[src/rtl/jttrack_vtiming.sv]
// rtl/jttrack_vtiming.sv - Track'n Field video timing generator (counters, blanking, sync, line strobe)
//
// Purpose:
//   Generates the pixel/line counters and the blanking, sync and line-start
//   strobes for the video stage. Everything advances only on pxl_cen, and
//   every output is a flop, so counters and decoded flags are skew-free.
//
// Ports:
//   clk      in   48 MHz system clock
//   rst_n    in   asynchronous active-low reset
//   pxl_cen  in   pixel clock enable (single-cycle pulses)
//   hs_adj   in   signed HS position trim in pixels (JTTRACK_VTIMING_ADJ_EN only)
//   vs_adj   in   signed VS position trim in lines  (JTTRACK_VTIMING_ADJ_EN only)
//   hdump    out  current pixel column, 0..HTOTAL-1
//   vdump    out  current line, 0..VTOTAL-1
//   vrender  out  line being prepared, (vdump+1) mod VTOTAL
//   hinit    out  high while hdump==0
//   LHBL     out  horizontal blank, active low
//   LVBL     out  vertical blank, active low
//   HS       out  horizontal sync, active high
//   VS       out  vertical sync, active high
//
// Optional feature macro: JTTRACK_VTIMING_ADJ_EN adds hs_adj/vs_adj, which
// shift the sync windows (modulo the line/frame length). The trims are
// captured only at the frame start so sync never moves mid-frame.

module jttrack_vtiming #(
  parameter int HTOTAL   = 384,
  parameter int HB_START = 256,
  parameter int HB_END   = 0,
  parameter int HS_START = 296,
  parameter int HS_END   = 328,
  parameter int VTOTAL   = 264,
  parameter int VB_START = 240,
  parameter int VB_END   = 16,
  parameter int VS_START = 248,
  parameter int VS_END   = 256
) (
  input  logic              clk,
  input  logic              rst_n,
  input  logic              pxl_cen,
`ifdef JTTRACK_VTIMING_ADJ_EN
  input  logic signed [3:0] hs_adj,
  input  logic signed [3:0] vs_adj,
`endif
  output logic [8:0]        hdump,
  output logic [8:0]        vdump,
  output logic [8:0]        vrender,
  output logic              hinit,
  output logic              LHBL,
  output logic              LVBL,
  output logic              HS,
  output logic              VS
);

  localparam logic [8:0] H_LAST = 9'(HTOTAL - 1);
  localparam logic [8:0] V_LAST = 9'(VTOTAL - 1);

  // Illegal timing sets stop elaboration rather than producing odd video.
  if (HTOTAL > 511 || VTOTAL > 511 ||
      !(HS_START < HS_END && HS_END <= HTOTAL) ||
      !(VS_START < VS_END && VS_END <= VTOTAL) ||
      !(HB_END < HB_START) || !(VB_END < VB_START)) begin : g_param_check
    $fatal(1, "jttrack_vtiming: illegal timing parameters");
  end

  // Half-open window test. Bounds arrive as arguments so a zero lower
  // bound does not turn into a constant comparison.
  function automatic logic in_range(input logic [9:0] c,
                                    input logic [9:0] lo,
                                    input logic [9:0] hi);
    return (c >= lo) && (c < hi);
  endfunction

`ifdef JTTRACK_VTIMING_ADJ_EN
  // base+adj folded back into 0..total-1; one correction step is enough
  // because base <= total and |adj| <= 8.
  function automatic logic [9:0] wrap_add(input logic [9:0]        base,
                                          input logic signed [3:0] adj,
                                          input logic [9:0]        total);
    logic signed [11:0] s;
    s = $signed({2'b00, base}) + $signed({{8{adj[3]}}, adj});
    if (s < 0) begin
      s = s + $signed({2'b00, total});
    end else if (s >= $signed({2'b00, total})) begin
      s = s - $signed({2'b00, total});
    end
    return s[9:0];
  endfunction

  // A shifted window may straddle the counter wrap: lo >= hi means
  // "from lo up to the end, plus from 0 up to hi".
  function automatic logic in_window(input logic [9:0] c,
                                     input logic [9:0] lo,
                                     input logic [9:0] hi);
    return (lo < hi) ? in_range(c, lo, hi) : ((c >= lo) || (c < hi));
  endfunction

  logic signed [3:0] hs_adj_q, hs_adj_d;
  logic signed [3:0] vs_adj_q, vs_adj_d;
  logic [9:0]        hs_lo, hs_hi, vs_lo, vs_hi;
`endif

  logic [8:0] hdump_q, hdump_d;
  logic [8:0] vdump_q, vdump_d;
  logic [8:0] vrender_q, vrender_d;
  logic       hinit_q, hinit_d;
  logic       lhbl_q, lhbl_d;
  logic       lvbl_q, lvbl_d;
  logic       hs_q, hs_d;
  logic       vs_q, vs_d;

  // Counter values for the coming update; all flags decode from these so
  // they land in the same cycle as the counters they describe.
  logic [8:0] h_next, v_next, vr_next;
  logic       hs_next, vs_next;

  always_comb begin
    h_next = hdump_q + 9'd1;
    v_next = vdump_q;
    if (hdump_q == H_LAST) begin
      h_next = '0;
      v_next = (vdump_q == V_LAST) ? 9'd0 : vdump_q + 9'd1;
    end
    vr_next = (v_next == V_LAST) ? 9'd0 : v_next + 9'd1;

`ifdef JTTRACK_VTIMING_ADJ_EN
    hs_adj_d = hs_adj_q;
    vs_adj_d = vs_adj_q;
    // The frame-start update already uses the freshly sampled trims.
    if (pxl_cen && h_next == 9'd0 && v_next == 9'd0) begin
      hs_adj_d = hs_adj;
      vs_adj_d = vs_adj;
    end
    hs_lo   = wrap_add(10'(HS_START), hs_adj_d, 10'(HTOTAL));
    hs_hi   = wrap_add(10'(HS_END),   hs_adj_d, 10'(HTOTAL));
    vs_lo   = wrap_add(10'(VS_START), vs_adj_d, 10'(VTOTAL));
    vs_hi   = wrap_add(10'(VS_END),   vs_adj_d, 10'(VTOTAL));
    hs_next = in_window({1'b0, h_next}, hs_lo, hs_hi);
    vs_next = in_window({1'b0, v_next}, vs_lo, vs_hi);
`else
    hs_next = in_range({1'b0, h_next}, 10'(HS_START), 10'(HS_END));
    vs_next = in_range({1'b0, v_next}, 10'(VS_START), 10'(VS_END));
`endif

    hdump_d   = hdump_q;
    vdump_d   = vdump_q;
    vrender_d = vrender_q;
    hinit_d   = hinit_q;
    lhbl_d    = lhbl_q;
    lvbl_d    = lvbl_q;
    hs_d      = hs_q;
    vs_d      = vs_q;
    if (pxl_cen) begin
      hdump_d   = h_next;
      vdump_d   = v_next;
      vrender_d = vr_next;
      hinit_d   = (h_next == 9'd0);
      lhbl_d    = in_range({1'b0, h_next}, 10'(HB_END), 10'(HB_START));
      lvbl_d    = in_range({1'b0, v_next}, 10'(VB_END), 10'(VB_START));
      hs_d      = hs_next;
      vs_d      = vs_next;
    end
  end

  always_ff @(posedge clk or negedge rst_n) begin
    if (!rst_n) begin
      hdump_q   <= '0;
      vdump_q   <= '0;
      vrender_q <= 9'd1;
      hinit_q   <= 1'b0;
      lhbl_q    <= 1'b0;
      lvbl_q    <= 1'b0;
      hs_q      <= 1'b0;
      vs_q      <= 1'b0;
`ifdef JTTRACK_VTIMING_ADJ_EN
      hs_adj_q  <= '0;
      vs_adj_q  <= '0;
`endif
    end else begin
      hdump_q   <= hdump_d;
      vdump_q   <= vdump_d;
      vrender_q <= vrender_d;
      hinit_q   <= hinit_d;
      lhbl_q    <= lhbl_d;
      lvbl_q    <= lvbl_d;
      hs_q      <= hs_d;
      vs_q      <= vs_d;
`ifdef JTTRACK_VTIMING_ADJ_EN
      hs_adj_q  <= hs_adj_d;
      vs_adj_q  <= vs_adj_d;
`endif
    end
  end

  assign hdump   = hdump_q;
  assign vdump   = vdump_q;
  assign vrender = vrender_q;
  assign hinit   = hinit_q;
  assign LHBL    = lhbl_q;
  assign LVBL    = lvbl_q;
  assign HS      = hs_q;
  assign VS      = vs_q;

endmodule

[config.mk]
export PLATFORM = sky130hd
export DESIGN_NAME = jttrack_vtiming
export DESIGN_NICKNAME = d
export VERILOG_FILES = /design/src/rtl/jttrack_vtiming.sv
export SDC_FILE = /design/constraint.sdc
export NUM_CORES = 1
export LEC_CHECK = 0
export BUFFER_PORTS_ARGS = -buffer_cell sky130_fd_sc_hd__buf_4
export CAP_MARGIN = 30
export CELL_PAD_IN_SITES_DETAIL_PLACEMENT = 2
export CELL_PAD_IN_SITES_GLOBAL_PLACEMENT = 2
export CORE_ASPECT_RATIO = 1.1
export CORE_MARGIN = 2
export CORE_UTILIZATION = 37
export DETAILED_ROUTE_END_ITERATION = 6
export PLACE_DENSITY_LB_ADDON = 0.1
export SLEW_MARGIN = 20
export SYNTH_ARGS = -nofsm -noshare
export SYNTH_HDL_FRONTEND = slang
export SYNTH_SLANG_ARGS = --single-unit
[constraint.sdc]
create_clock -name clk -period 5.6 [get_ports clk]
set_clock_uncertainty 0.05 [all_clocks]
set_input_delay 0.28 -clock clk [delete_from_list [all_inputs] [get_ports clk]]
set_output_delay 0.28 -clock clk [all_outputs]
set_load 0.01 [all_outputs]
==> results.toml, run 1 <==
[synth]
ys.warnings.count = 0
synth_seq_area_share_pct = 39.0
ys_ff_latch = 32
synthMuxAreaShare_pct = 3.83
synthCells = 218
synth-compound-area-share_pct = 20.6
synth_edf_count = 0
synthFlopType = "dfrtp_1"
syn-cell-area_um2 = 2060
synth-xor-area-share_pct = 5.96
ys_async_sr_fraction_pct = 100
synth_cell_types = 60
synth.avg_cell_area_um2 = 9.43
syn_nets = 225
synthAdderAreaFrac_pct = 2.92
synth-simple-area-share_pct = 22.8
synth_top_family_by_area = "simple AND/OR/NAND/NOR gates"

[drt]
viasPerCell = 5.68
wl_per_cell_um = 19.6
postRouteAntennaNets = 0
drcViolationCount = 0
drt_iter0_drc = 57
wirelength_um = 6260
num_vias = 1818
first_pass_iters = 4

[clocking]
clock_latency_ps = 280
cts_root_buf = "clkbuf_8"
clk_pin_slew_worst_paths_ps = 60
clockBufferDepth = 2
numCtsBuffers = 5
h-tree-depth = 2
cts.sink_count = 32
cts_tree = "yes"

[finish]
nets = 252
syn2layout_area_growth_pct = 18.9
drive_gt1_share_pct = 24.1
stdcell_area_um2 = 2440
antenna_cells = 0

[sta]
tightest_slew_ps = 668
relSlewSlack_pct = 55.3
fin_hold_ws_ps = 391
max_freq_mhz = 305
final_max_slew_viol_count = 0
post-route-period-util_pct = 58.5
period_needed_ps = 3280
setup_violations = 0
fin_tns_setup_ps = 0
hold_viol = 0
rsz0062_at_grt = "no"

[worst_setup_path]
endpoint = "vrender[8]"
r2r.worst_path.cells = 11
worstPathArrival_ps = 3370
critPathMaxFanout = 9
r2r-end = "vrender[8]"
start_kind = "flop"
ff2ff_setup_slack_ps = 2320
worst_setup_path_end_kind = "flop"
critical_path.slowest_cell = "dfrtp_1"
startpoint = "vdump[0]"
cp.required_ps = 5690
slowest_delay_ps = 480
timing.rr.start = "vdump[0]"
setup.worst_path.class = "flop to flop"
path_cells = "ha_1, and2_1, and4b_1, nor3_1, a21oi_1, inv_1, ha_1, inv_1, or3_1, o41ai_2, o32ai_1"

[die]
dieArea_um2 = 6170
pin_count = 35
die_height_um = 82.2
coreArea_um2 = 5360
fp-row-count = 28
initial_core_util_pct = 38.4
die_x_um = 75.1

[flow_run]
drv_cap = 0

[placement]
place.gp.congestion = 0.822
portBuffers = 34
hpwlAfterDp_um = 4520
placed_cell_area_um2 = 2340

[hold_path]
min-delay-start = "pxl_cen"
hold_path_class = "input pin to flop"

[pwr]
power.total_w = 0.000830
p_leak_nw = 0.990
peakVddDrop_v = 0.000149
power.density_nw_per_um2 = 339

[outcome]
status = "finished, final reports clean"

[global_route]
antenna_found_initial = 0
grt_pass1_vias = 1864
grt_pass1_wl_um = 10200
grt-ovfl-total = 0
grt_max_degree = 37
grt_use_total_pct = 22.1
synthesized netlist by cell type (2+ instances only):
library cell,instances,share of area (%)
mux2i_1,3,1.5
ha_1,4,2.4
inv_1,9,1.6
xnor2_1,13,5.5
a21oi_1,11,2.7
a21o_1,2,0.73
a22oi_1,2,0.73
buf_2,8,1.9
nand2b_1,2,0.61
and4_1,3,1.3
o32ai_1,3,1.3
and2_1,3,0.91
and4b_1,2,0.97
nand3_1,9,2.2
a31oi_1,4,1.2
nor3_1,4,0.97
o31ai_1,4,1.5
clkbuf_1,6,1.1
mux2_2,3,1.6
nand2_1,18,3.3
o2bb2ai_1,5,2.1
o21ai_0,6,1.5
dfrtp_1,31,38
or3_1,3,0.91
nand4_1,5,1.5
nor2_1,19,3.5
nor4_1,3,0.91
critical path, delay by kind of cell (launching register included):
kind	cells	cell delay, ps
flip-flops	1	480
adder cells (fa/ha/maj)	2	570
buffers and inverters	2	220
AO/OA/AOI/OAI	3	690
AND/OR/NAND/NOR	4	1130
layout make-up:
class / instances / area (µm²)
Tap cell: 75 / 93.8
Fill cell: 598 / 2920
Sequential cell: 32 / 802
Inverter: 9 / 33.8
Timing Repair Buffer: 35 / 265
Clock buffer: 7 / 96.3
Multi-Input combinational cell: 162 / 1150
cells by family (layout without fill, tap and decap cells):
logic type      Yosys count  after routing
compound gates           53             53
xor+xnor                 14             14
fa+ha+maj                 5              5
buf+inv                  24             51
flops                    32             32
mux                       7              7
simple gates             83             83
how the worst min path moves through the flow:
stage,end,slack [ps],depth (start not counted)
final,HS,390,2
after global routing,HS,410,2
after CTS,hdump[0],390,3
after detailed placement,hdump[3],210,1
after global placement,hdump[3],200,1
after floorplan,HS,-70,0
metal layers:
layer | track usage (%) | routed length [µm] | vias up
met4 | 6.61 | 97 | 0
li1 | - | - | 856
met2 | 41.4 | 3490 | 31
met1 | 25.4 | 2510 | 923
met5 | 0 | 0 | -
met3 | 3.64 | 158 | 8
power breakdown:
| part | internal (W) | leakage (nW) | switching [W] |
|---|---|---|---|
| registers | 0.000275 | 0.379 | 0.0000879 |
| clock network | 0.000109 | 0.0503 | 0.0000823 |
| logic | 0.000133 | 0.561 | 0.000141 |
| total | 0.000518 | 0.990 | 0.000312 |
per-stage QoR:
stage / setup WS, ps / std cells / utilization (%)
floorplan: 2700 / 218 / -
global route: 2050 / 320 / 45.6
finish: 2320 / 320 / 45.6
detailed placement: 2380 / 312 / 43.6
global placement: 2600 / 312 / 43.6
CTS: 2320 / 320 / 45.6
flip-flops by register name, indices dropped and copies added (netlist names):
name and cells:
LVBL 1, vrender 9, vdump 9, hdump 9
VS 1, LHBL 1, hinit 1, HS 1
layout by cell type, fill, tap and decap left out, types with 2 or more instances in the layout:
master | netlist | layout
and4b_1 | 2 | 2
o21ai_0 | 6 | 6
o32ai_1 | 3 | 3
clkbuf_8 | 0 | 7
nor4_1 | 3 | 3
a22oi_1 | 2 | 2
and2_1 | 3 | 3
and4_1 | 3 | 3
nor2_1 | 19 | 19
a31oi_1 | 4 | 4
nand4_1 | 5 | 5
nand2b_1 | 2 | 2
xnor2_1 | 13 | 13
inv_1 | 9 | 9
dfrtp_1 | 31 | 31
mux2i_1 | 3 | 3
ha_1 | 4 | 4
o2bb2ai_1 | 5 | 5
o31ai_1 | 4 | 4
a21oi_1 | 11 | 11
nand2_1 | 18 | 18
or3_1 | 3 | 3
nand3_1 | 9 | 9
nor3_1 | 4 | 4
mux2_2 | 3 | 3
buf_4 | 0 | 34
a21o_1 | 2 | 2
timing repair:
item / 4_1_cts / 5_1_grt
resized for setup: 0 / 0
endpoints found under the setup margin: 0 / 0
hold buffers: 1 / 0
hold endpoints to repair: 31 / 0
setup buffers: 0 / 0
(Power assumes the default switching activity.)
==> run 2, diff against run 1 <==
--- a/config.mk
+++ b/config.mk
@@ -5,13 +5,14 @@
 export SDC_FILE = /design/constraint.sdc
 export NUM_CORES = 1
 export LEC_CHECK = 0
+export ABC_AREA = 1
 export BUFFER_PORTS_ARGS = -buffer_cell sky130_fd_sc_hd__buf_4
 export CAP_MARGIN = 30
 export CELL_PAD_IN_SITES_DETAIL_PLACEMENT = 2
 export CELL_PAD_IN_SITES_GLOBAL_PLACEMENT = 2
 export CORE_ASPECT_RATIO = 1.1
 export CORE_MARGIN = 2
-export CORE_UTILIZATION = 37
+export CORE_UTILIZATION = 28
 export DETAILED_ROUTE_END_ITERATION = 6
 export PLACE_DENSITY_LB_ADDON = 0.1
 export SLEW_MARGIN = 20
==> constraint.sdc (replaced) <==
create_clock -name clk -period 2.85 [get_ports clk]
set_clock_uncertainty 0.05 [all_clocks]
set_input_delay 0.1425 -clock clk [delete_from_list [all_inputs] [get_ports clk]]
set_output_delay 0.1425 -clock clk [all_outputs]
set_load 0.01 [all_outputs]
==> run 2 against run 1 <==
Register-to-register slack lost 1900 ps. Core utilization shrank 10 points. First-iteration DRC count shrank 7.0%. Die area grew 28%. Worst setup slack lost 1900 ps. Via count grew 9.0%. Non-clock buffer count grew 6. Fmax grew 34%. Power grew 94%. Clock power grew 89%. Clock-buffer cell count is the same. Worst hold slack lost 250 ps. Largest cell class unchanged.
==> results.toml, run 2 <==
[synth]
ys_async_sr_fraction_pct = 100
syn_nets = 298
synthFlopType = "dfrtp_1"
syn-cell-area_um2 = 2020
synth_cell_types = 28
synth_seq_area_share_pct = 39.7
ys_ff_latch = 32
synth_area_leaders = "dfrtp_1, nand2_1, o21ai_0, inv_1, nand3_1"
yosysTopAreaCell = "dfrtp_1"
synthCells = 291
yosysMostFrequentCell = "nand2_1"
synthTopCellsByCount = "nand2_1, inv_1, dfrtp_1"
synth.avg_cell_area_um2 = 6.95
yosysTopAreaCellShare_pct = 38.4
ys.warnings.count = 0
synth_edf_count = 0

[global_route]
antenna_found_initial = 0
grt_pass1_vias = 2074
grt_max_degree = 33
grt_pass1_wl_um = 11200
grt_use_total_pct = 18.1
grt-ovfl-total = 0

[finish]
antenna_cells = 0
post-route-util_pct = 35.5
layout_commonest_cell = "nand2_1"
nets = 339
drive_gt1_share_pct = 21.0
final_cell_mix = "nand2_1, buf_4, inv_1, dfrtp_1, o21ai_0"
syn2layout_area_growth_pct = 23.0
n_fill_cell = 831

[clocking]
clk_pin_slew_worst_paths_ps = 70
clock_latency_ps = 300
cts.sink_count = 32
numCtsBuffers = 5
h-tree-depth = 2
clockBufferDepth = 2
cts_tree = "yes"
cts_root_buf = "clkbuf_8"

[hold_path]
whs_path_depth = 3
hold_path_class = "input pin to flop"
hold_end = "hdump[5]"
min-delay-start = "pxl_cen"

[worst_setup_path]
start_kind = "flop"
crit_family = "simple AND/OR/NAND/NOR gates"
ff2ff_setup_slack_ps = 400
slowest_delay_ps = 440
critPathMaxFanout = 6
cp_num_buf_inv = 3
crit_top_cell = "nand2_1"
r2r-end = "vrender[1]"
startpoint = "vdump[1]"
timing.rr.start = "vdump[1]"
cp.required_ps = 3030
critical_path.slowest_cell = "dfrtp_1"
worstPathArrival_ps = 2640
setup.worst_path.class = "flop to flop"
r2r.worst_path.cells = 16
worst_setup_path_end_kind = "flop"
path_cells = "ha_1, nand2_1, inv_1, nand2_1, nor2_1, o21ai_1, nand2_2, inv_1, ha_1, nand3_2, inv_1, nand3_2, nor2_1, nor2_2, nand2_1, nand2_1"

[drt]
postRouteAntennaNets = 0
wl_per_cell_um = 15.9
viasPerCell = 4.74
first_pass_iters = 4
drt_iter0_drc = 53
drcViolationCount = 0
wirelength_um = 6650
num_vias = 1982

[die]
pin_count = 35
die_x_um = 85.0
initial_core_util_pct = 28.9
dieArea_um2 = 7920
fp-row-count = 32
die_height_um = 93.1
coreArea_um2 = 7010

[pwr]
p_leak_nw = 1.30
power.density_nw_per_um2 = 649
power.total_w = 0.00161
peakVddDrop_v = 0.000307

[sta]
period_needed_ps = 2450
setup_violations = 0
relSlewSlack_pct = 55.4
rsz0062_at_grt = "no"
tightest_slew_ps = 669
final_max_slew_viol_count = 0
max_freq_mhz = 408
layout_setup_ws_ps = 396
fin_tns_setup_ps = 0
post-route-period-util_pct = 86.1
hold_viol = 0

[flow_run]
drv_cap = 0

[placement]
portBuffers = 34
hpwlAfterDp_um = 4990
place.gp.congestion = 0.762
dp_slack_ps = 244

[outcome]
status = "finished, final reports clean"
-- run 2: logic make-up (layout without fill, tap and decap cells) --
logic type	Yosys count	count (layout)	synth area share (%)
AOI/OAI and AO/OA	32	32	8.23
xor gates and xnor gates	3	3	1.30
adders and majority gates	4	4	2.48
buffers and inverters	41	83	8.04
DFF	32	32	39.7
and+or+nand+nor	179	179	40.3
-- run 2: cell type report --
class	instances	area (µm²)	area share (%)
clock buffer	7	76.3	3.07
inverter	34	129	5.18
multi-input combinational	218	1060	42.5
tap	85	106	4.28
clock inverter	1	5.00	0.201
timing repair buffer	41	310	12.5
sequential	32	802	32.3
-- run 2: how the worst max path moves through the flow --
stage	endpoint	slack, ps	depth (start not counted)
floorplan	vrender[3]	680	16
global placement	vrender[3]	420	16
detailed placement	vrender[1]	240	16
CTS	vrender[1]	220	16
global route	vrender[3]	60	16
finish	vrender[1]	400	16
-- run 2: stage by stage --
step | instances | hold WS, ps | instance area, µm²
finish | 418 | 145 | 2490
CTS | 414 | 147 | 2460
detailed placement | 405 | 77.7 | 2360
global route | 418 | 174 | 2490
floorplan | 291 | -203 | 2020
global placement | 405 | 72.0 | 2360
-- run 2: timing repair --
item / 4_1_cts / 5_1_grt
endpoints found under the hold margin: 31 / 0
hold buffers: 1 / 0
setup buffers: 0 / 4
resized for setup: 0 / 1
setup endpoints to repair: 0 / 4
-- run 2: metal layers --
| metal | global-route usage [%] | up-vias | wire, µm |
|---|---|---|---|
| met2 | 27.9 | 21 | 3020 |
| met4 | 4.76 | 0 | 76 |
| met1 | 26.0 | 960 | 3390 |
| met3 | 3.35 | 6 | 171 |
| li1 | - | 995 | - |
| met5 | 0 | - | 0 |
-- run 2: power by group --
| part | switching [W] | internal [W] | total [W] |
|---|---|---|---|
| Sequential | 0.000115 | 0.000543 | 0.000658 |
| Combinational | 0.000356 | 0.000237 | 0.000593 |
| Clock | 0.000190 | 0.000172 | 0.000362 |
-- run 2: worst reg2reg max path, cell delays in order (launching register included) --
cell     delay [ps]
dfrtp_1         440
ha_1            250
nand2_1         110
inv_1            70
nand2_1          50
nor2_1          290
o21ai_1         120
nand2_2         120
inv_1            70
ha_1            220
nand3_2         110
inv_1            70
nand3_2          80
nor2_1           60
nor2_2          120
nand2_1          80
nand2_1          80
